===== src/rtl/vocab_matcher.sv =====
// vocab_matcher: matches a packed input word against zero-terminated vocab entries in a sync-read SRAM
//
// Ports:
//   clk, rst_n             clock, asynchronous active-low reset
//   start, abort           search request (IDLE only), synchronous abort
//   word                   input word, char i at [i*DATA_WIDTH +: DATA_WIDTH], 0-terminated
//   start_addr, end_addr   first / last (inclusive) vocab address, sampled on start
//   mem_rd_en, mem_addr    SRAM read port, data returns on mem_rdata one cycle later
//   busy, done             search in progress, one-cycle end-of-search pulse
//   found, token_id        hit flag and matching entry index, held after done
//   match_addr             start address of the matching entry, held after done
module vocab_matcher #(
    parameter int ADDR_WIDTH   = 8,
    parameter int DATA_WIDTH   = 8,
    parameter int MAX_WORD_LEN = 8,
    parameter int ID_WIDTH     = 8
) (
    input  logic                               clk,
    input  logic                               rst_n,
    input  logic                               start,
    input  logic                               abort,
    input  logic [MAX_WORD_LEN*DATA_WIDTH-1:0] word,
    input  logic [ADDR_WIDTH-1:0]              start_addr,
    input  logic [ADDR_WIDTH-1:0]              end_addr,
    output logic                               mem_rd_en,
    output logic [ADDR_WIDTH-1:0]              mem_addr,
    input  logic [DATA_WIDTH-1:0]              mem_rdata,
    output logic                               busy,
    output logic                               done,
    output logic                               found,
    output logic [ID_WIDTH-1:0]                token_id,
    output logic [ADDR_WIDTH-1:0]              match_addr
);
    localparam int CI_W = $clog2(MAX_WORD_LEN + 1);
    typedef enum logic [1:0] {IDLE, ISSUE, CHECK, FIN} state_t;
    state_t                             state;
    logic                               skip;
    logic [MAX_WORD_LEN*DATA_WIDTH-1:0] word_l;
    logic [ADDR_WIDTH-1:0]              av, end_l, entry, av_n, entry_n;
    logic [CI_W-1:0]                    ci;
    logic [ID_WIDTH-1:0]                tok, tok_n;
    logic [MAX_WORD_LEN*DATA_WIDTH-1:0] sh;
    logic [DATA_WIDTH-1:0]              in_char;
    logic                               term, eq, dbl, hit, adv, stop;
    always_comb begin
        sh      = word_l >> (ci * DATA_WIDTH);
        // past the last slot the word reads as its implicit terminator
        in_char = (ci < CI_W'(MAX_WORD_LEN)) ? sh[DATA_WIDTH-1:0] : '0;
        term    = mem_rdata == '0;
        eq      = mem_rdata == in_char;
        // terminator right at an entry start marks the end of the vocabulary
        dbl     = !skip && term && ci == '0;
        hit     = !skip && eq && term;
        // a terminator that is neither a hit nor end-of-vocab moves to the next entry
        adv     = term && !dbl && !hit;
        av_n    = av + 1'b1;
        tok_n   = adv ? tok + 1'b1 : tok;
        entry_n = adv ? av_n : entry;
        stop    = dbl || av == end_l;
    end
    always_ff @(posedge clk or negedge rst_n) begin
        if (!rst_n) begin
            state      <= IDLE;
            skip       <= 1'b0;
            word_l     <= '0;
            av         <= '0;
            end_l      <= '0;
            entry      <= '0;
            ci         <= '0;
            tok        <= '0;
            mem_rd_en  <= 1'b0;
            mem_addr   <= '0;
            busy       <= 1'b0;
            done       <= 1'b0;
            found      <= 1'b0;
            token_id   <= '0;
            match_addr <= '0;
        end else if (abort && state != IDLE) begin
            state     <= IDLE;
            busy      <= 1'b0;
            done      <= 1'b0;
            mem_rd_en <= 1'b0;
        end else begin
            case (state)
                IDLE: if (start) begin
                    word_l     <= word;
                    end_l      <= end_addr;
                    av         <= start_addr;
                    entry      <= start_addr;
                    ci         <= '0;
                    tok        <= '0;
                    skip       <= 1'b0;
                    found      <= 1'b0;
                    token_id   <= '0;
                    match_addr <= '0;
                    busy       <= 1'b1;
                    if (word[DATA_WIDTH-1:0] == '0) begin
                        done  <= 1'b1;
                        state <= FIN;
                    end else begin
                        mem_rd_en <= 1'b1;
                        mem_addr  <= start_addr;
                        state     <= ISSUE;
                    end
                end
                ISSUE: begin
                    mem_rd_en <= 1'b0;
                    state     <= CHECK;
                end
                CHECK: if (hit) begin
                    found      <= 1'b1;
                    token_id   <= tok;
                    match_addr <= entry;
                    done       <= 1'b1;
                    state      <= FIN;
                end else begin
                    av    <= av_n;
                    tok   <= tok_n;
                    entry <= entry_n;
                    ci    <= adv ? '0 : (!skip && eq) ? ci + 1'b1 : ci;
                    skip  <= skip ? !term : !eq && !term;
                    if (stop) begin
                        token_id   <= tok_n;
                        match_addr <= entry_n;
                        done       <= 1'b1;
                        state      <= FIN;
                    end else begin
                        mem_rd_en <= 1'b1;
                        mem_addr  <= av_n;
                        state     <= ISSUE;
                    end
                end
                default: begin
                    done  <= 1'b0;
                    busy  <= 1'b0;
                    state <= IDLE;
                end
            endcase
        end
    end
endmodule


===== config.mk =====
export PLATFORM = sky130hd
export DESIGN_NAME = vocab_matcher
export DESIGN_NICKNAME = d
export VERILOG_FILES = /design/src/rtl/vocab_matcher.sv
export SDC_FILE = /design/constraint.sdc
export NUM_CORES = 1
export LEC_CHECK = 0
export CORE_MARGIN = 1
export CORE_UTILIZATION = 60
export CTS_BUF_LIST = sky130_fd_sc_hd__clkbuf_8
export DETAILED_ROUTE_END_ITERATION = 16
export DONT_BUFFER_PORTS = 1
export PLACE_DENSITY = 0.78
export SETUP_SLACK_MARGIN = 0.3
export SLEW_MARGIN = 20
export SYNTH_ARGS = -nofsm -noshare
export SYNTH_HDL_FRONTEND = slang
export SYNTH_SLANG_ARGS = --single-unit

===== constraint.sdc =====
create_clock -name clk -period 2.4 [get_ports clk]
set_input_delay 0.6 -clock clk [delete_from_list [all_inputs] [get_ports clk]]
set_output_delay 0.6 -clock clk [all_outputs]
set_load 0.02 [all_outputs]

[After elaboration in Yosys (flattened, before gate mapping)]
Index checks and enable logic that the tools add are counted.
Operators by class
  bitwise logic cells: 1
  reductions and logical operators: 31
  eq/ne operators: 19
  muxes and demuxes: 54
  shift-type cells: 1
  $lt $le $gt $ge: 1
  add/sub/neg operators: 3
Operators by type and width (count)
  $mux W8: 16
  $pmux W8 S2: 6
  $shr A64 B7 Y8: 1
  $ne A3 B3 Y1 const B: 7
  $add A8 B1 Y8 const B: 2
  $eq A8 B8 Y1: 2
  $logic_not A8 Y1: 2
  $mux W1: 16
  $mux W4: 4
  $reduce_and A4 Y1: 4
  $ne A2 B2 Y1 const B: 6
  $mux W2: 5
  $reduce_and A5 Y1: 2
  $logic_and A1 B1 Y1: 8
  $pmux W4 S2: 1
  $pmux W1 S2: 3
  $pmux W1 S3: 2
  $pmux W2 S3: 1
  $reduce_and A6 Y1: 1
  $logic_not A1 Y1: 5
  $add A4 B1 Y4 const B: 1
  $logic_not A4 Y1: 1
  $lt A4 B4 Y1 const B: 1
  $ne A4 B4 Y1 const B: 1
  other kinds (11): 12
Storage, ports and cells
  output and inout bits: 28
  register bits: 131
  logic and storage cells: 125
  input port bits: 92

[Logic depth before layout (Yosys ltp)]
  word-level depth: 11
  gate-level depth with buffers: 13

[Least setup slack after synthesis]
Ideal clock, no wire load.
  path kind: register -> register
  from: register ci[1]
  to: register tok[7]
  cell stages (with the launch flop): 11
  clock period less this slack: 2.638 ns
  path slack: -0.238 ns
  required time: 2.270 ns
  path buffers: 1
  arrival: 2.508 ns
  cells stage by stage: dfrtp_1 > buf_6 > mux4_1 > a22oi_1 > xnor2_1 > nor3_2 > and3_4 > and2_4 > or4_4 > mux2i_1 > o21ai_1
Between the ends
  word-level cells in the longest chain between the ends: 10
  elaborated cells between the ends (all ways): 17
RTL lines
  start, declared: RTL line 40  | logic [CI_W-1:0] ci;
  start signal, assigned: RTL line 120  | ci <= adv ? '0 : (!skip && eq) ? ci + 1'b1 : ci;
  $shr A64 B7 Y8 / $lt A4 B4 Y1 (equally long branches): RTL line 46, 48
  $mux W8: RTL line 48  | in_char = (ci < CI_W'(MAX_WORD_LEN)) ? sh[DATA_WIDTH-1:0] : '0;
  $eq A8 B8 Y1: RTL line 50  | eq = mem_rdata == in_char;
  $logic_and A1 B1 Y1 (2 in series): RTL line 53  | hit = !skip && eq && term;
  $logic_not A1 Y1: RTL line 55  | adv = term && !dbl && !hit;
  $logic_and A1 B1 Y1: RTL line 55
  $mux W8: RTL line 57  | tok_n = adv ? tok + 1'b1 : tok;
  $mux W8: RTL line 110  | CHECK: if (hit) begin
  $pmux W8 S2: RTL line 84  | case (state)
  end signal, assigned: RTL line 118  | tok <= tok_n;
  end, declared: RTL line 41  | logic [ID_WIDTH-1:0] tok, tok_n;
Parallel ways exist; a longest one is shown, timed or not. The select of a mux whose other input is x is not followed.
A chain may end at the register's enable or synchronous reset.

[Final worst setup path]
  from: register ci[1]
  to: register token_id[2]
Between the ends
  word-level cells in the longest chain between the ends: 11
  elaborated cells between the ends (all ways): 19
RTL lines
  $shr A64 B7 Y8 / $lt A4 B4 Y1 (equally long branches): RTL line 46, 48
  $mux W8: RTL line 48
  $eq A8 B8 Y1: RTL line 50
  $logic_and A1 B1 Y1 (2 in series): RTL line 53
  $logic_not A1 Y1: RTL line 55
  $logic_and A1 B1 Y1: RTL line 55
  $mux W8: RTL line 57
  $mux W8: RTL line 122  | if (stop) begin
  $mux W8: RTL line 110
  $pmux W8 S2: RTL line 84
  end signal, assigned: RTL line 112  | token_id <= tok;
  end signal, assigned: RTL line 123  | token_id <= tok_n;
  end, declared: RTL line 31  | output logic [ID_WIDTH-1:0] token_id,
Parallel ways exist; a longest one is shown, timed or not. The select of a mux whose other input is x is not followed.

==> flow_metrics.py <==
metrics = {
    "logic_synthesis": {
        "most_used_flip_flop_cell_after_synthesis": "dfrtp_1",
        "postSynth.asyncResetShare": 1.00,
        "synth.top_cells.by_area": "dfrtp_1 (48%), mux2_2 (13%), mux2i_1 (4.3%)",
        "synth.avg_cell_area_sq_um": 11.5,
        "yosys.area.top_type_share": 0.483,
        "synthMostInstantiatedCell": "dfrtp_1",
        "sequential_area_share_after_synthesis": 0.483,
        "netlist_top_cells_count": "dfrtp_1 (131), mux2_2 (80), nand2_1 (49)",
        "postSynthNetCount": 691,
        "synthesis.area_sq_um": 6780,
        "post_synth_num_cell_types": 64,
        "synth-edff-count": 0,
        "postSynthRegisterBits": 131,
        "synthesis.instances": 591,
        "biggest_area_consumer_among_synthesized_cells": "dfrtp_1",
        "yosysWarnings": 0,
    },
    "worst_setup_path": {
        "crit_chain": "buf_6, mux4_2, or2_4, and4_1, nor3_2, nand4_1, nor2_4, o21ai_2, buf_6, a211oi_2, nor3_1",
        "critical_path.reg2reg.startpoint": "ci[1]",
        "cp_num_cells": 11,
        "cp.arrival_ns": 3.04,
        "worstSetupPathType": "reg2reg",
        "start_kind": "flip-flop",
        "cpMaxStageDelayCell": "mux4_2",
        "critical_path_required_ns": 2.71,
        "cp_max_fo": 10,
        "timing.reg2reg.setup_slack_ns": -0.33,
        "worst_path_most_repeated_cell": "buf_6",
        "critical_path.reg2reg.endpoint": "token_id[2]",
        "crit_end": "token_id[2]",
        "worst-path-buf-inv": 2,
        "r2r_cells": 11,
        "cp_top_family": "simple AND/OR/NAND/NOR gates",
        "critPathMaxStageDelay_ns": 0.48,
        "cp-startpoint": "ci[1]",
        "worst_setup_path_end_kind": "flip-flop",
    },
    "grt": {
        "groute.layer.met1.usage": 0.353,
        "grt_pass1_vias": 5079,
        "antenna_found_initial": 0,
        "met3_usage": 0.0880,
        "grt.busiest_layer": "met2",
        "largest_net_degree_at_the_start_of_global_routing": 132,
        "grt.total_usage": 0.294,
        "met2_resource_use_gr": 0.493,
        "grt_remaining_overflow": 0,
        "grt_pass1_wl_mm": 25.7,
    },
    "sta": {
        "finalWorstSetupSlack_ns": -0.335,
        "fmax_mhz": 366,
        "tightestPinTransition_ns": 0.903,
        "final.setup_skew_ns": 0.0101,
        "report.final.hold_viol_count": 131,
        "hold_slack_ns": -0.170,
        "rsz0062_at_grt": "yes",
        "final_max_slew_viol_count": 0,
        "setup_viol_count_final": 56,
        "min_period_ns": 2.73,
        "slew-limit-headroom": 0.396,
        "tcrit_tclk_final": 1.14,
    },
    "floorplan": {
        "floorplan.core_area_sq_um": 10900,
        "die_area_sq_um": 11700,
        "floorplan.initialDensity": 0.620,
        "num_ports": 120,
        "floorplan.die.height_um": 108,
        "die_x_um": 108,
        "rows": 38,
    },
    "placement": {
        "instance_area_after_placement_sq_um": 7310,
        "routabilityCongestion": 0.883,
        "numPortBuffers": 0,
        "placed_wire_length_estimate_after_detailed_placement_mm": 11.2,
        "dp_worst_setup_slack_ns": -0.355,
        "dpl.cell_count": 745,
    },
    "final_layout": {
        "diodes": 0,
        "final_cell_area_sq_um": 7980,
        "post_route_cells_drive_above_1_share": 0.368,
        "post_layout_instance_count_excluding_filler_cells": 786,
        "syn_to_final_growth_pct": 17.7,
        "filler_cell_count": 714,
        "finish.net_count": 734,
    },
    "routing": {
        "drc": 0,
        "detail_route.iter0.violations": 276,
        "drt_wl_total_mm": 16.0,
        "avgViaCountPerCell": 6.21,
        "first_pass_iters": 4,
        "route.detailed.wl_per_inst_um": 20.4,
        "routed-via-count": 4879,
        "post_route_ant_nets": 0,
    },
    "clocking": {
        "cts_root_buf": "clkbuf_8",
        "cts_htree_levels": 4,
        "number_of_buffers_added_by_the_clock_tree_synthesis_step": 17,
        "cts_tree": "yes",
        "insertion_delay_ns": 0.46,
        "clockBufferDepth": 2,
        "cts_sinks": 131,
        "clk_pin_slew_ns": 0.08,
    },
    "worst_hold_path": {
        "hold_path.class": "in2async",
    },
    "outcome": {
        "status": "finished with violations",
        "violations_in_the_final_reports": "hold timing, setup timing",
    },
    "power_and_ir_drop": {
        "power.density_nw_per_um2": 1150,
        "power.leakage_nw": 3.27,
        "max-vdd-ir-drop_uv": 794,
    },
    "flow_run": {
        "cap_viol_max_count": 0,
    },
}
cell families after synthesis:
| group | count (synthesis) | share of synthesized area |
|---|---|---|
| AND/OR/NAND/NOR | 134 | 0.100 |
| multiplexers | 119 | 0.211 |
| flip-flops | 131 | 0.483 |
| AO/OA/AOI/OAI | 125 | 0.121 |
| XOR/XNOR | 26 | 0.0336 |
| buffers and inverters | 48 | 0.0356 |
| adder cells (fa/ha/maj) | 8 | 0.0148 |
cell usage in the layout (no fill, tap or decap), types with 9 or more instances in the layout:
| master | instances |
|---|---|
| a21oi_1 | 18 |
| a22oi_1 | 16 |
| buf_4 | 42 |
| buf_6 | 9 |
| clkbuf_8 | 18 |
| dfrtp_1 | 131 |
| inv_1 | 11 |
| mux2_2 | 73 |
| mux2i_1 | 28 |
| nand2_1 | 47 |
| nor2_1 | 26 |
| o21ai_0 | 10 |
| o21ai_1 | 26 |
| o22ai_1 | 12 |
| xnor2_1 | 9 |
| xor2_1 | 15 |
per-layer routing:
layer | up-vias | routed length, um
met5 | - | 0
met4 | 0 | 370
li1 | 2248 | -
met2 | 162 | 8360
met3 | 32 | 1050
met1 | 2437 | 6250
registers in the layout (all words and copies together), names as in the netlist:
| register | count |
|---|---|
| tok | 8 |
| done | 1 |
| mem_rd_en | 1 |
| found | 1 |
| token_id | 8 |
| mem_addr | 8 |
| ci | 4 |
| match_addr | 8 |
| entry | 8 |
| end_l | 8 |
| word_l | 64 |
| state | 2 |
| busy | 1 |
| skip | 1 |
| av | 8 |
what timing repair did:
item                                   CTS  global route
setup endpoints to repair               57            65
endpoints found under the hold margin  131           131
setup buffers                            4             2
gates resized for setup                 37            18
cloned                                   4             0
pin swaps                               23            12
area by class of cell:
cell class / count / area (sq um) / share of cell area
Multi-Input combinational cell: 413 / 3520 / 0.441
Sequential cell: 131 / 3280 / 0.411
Timing Repair Buffer: 60 / 587 / 0.0735
Clock buffer: 18 / 248 / 0.0310
Tap cell: 140 / 175 / 0.0219
Clock inverter: 13 / 136 / 0.0171
Inverter: 11 / 41.3 / 0.00517
per-stage QoR:
step	TNS [ns]	power [W]	hold WS [ns]	util
2_1_floorplan	-4.95	0.00629	0.304	-
3_3_place_gp	-10.72	0.00705	0.309	0.668
3_5_place_dp	-13.95	0.00723	0.308	0.668
4_1_cts	-15.34	0.00912	-0.183	0.722
5_1_grt	-20.80	0.00969	-0.192	0.730
6_report	-14.43	0.00918	-0.170	0.730
worst min path at each step:
stage	cells after the start	from	slack [ns]	end
2_1_floorplan	0	rst_n	0.30	av[0]
3_3_place_gp	0	rst_n	0.31	token_id[4]
3_5_place_dp	0	rst_n	0.31	token_id[5]
4_1_cts	0	rst_n	-0.18	match_addr[6]
5_1_grt	0	rst_n	-0.19	word_l[17]
6_report	0	rst_n	-0.17	tok[3]
report_power, final:
part           internal, W  switching, W  leakage [nW]
combinational      0.00182       0.00155          1.50
sequential         0.00314      0.000857          1.60
clock             0.000937      0.000882         0.175
total              0.00589       0.00329          3.27
Power figures use the tool's default switching activity.
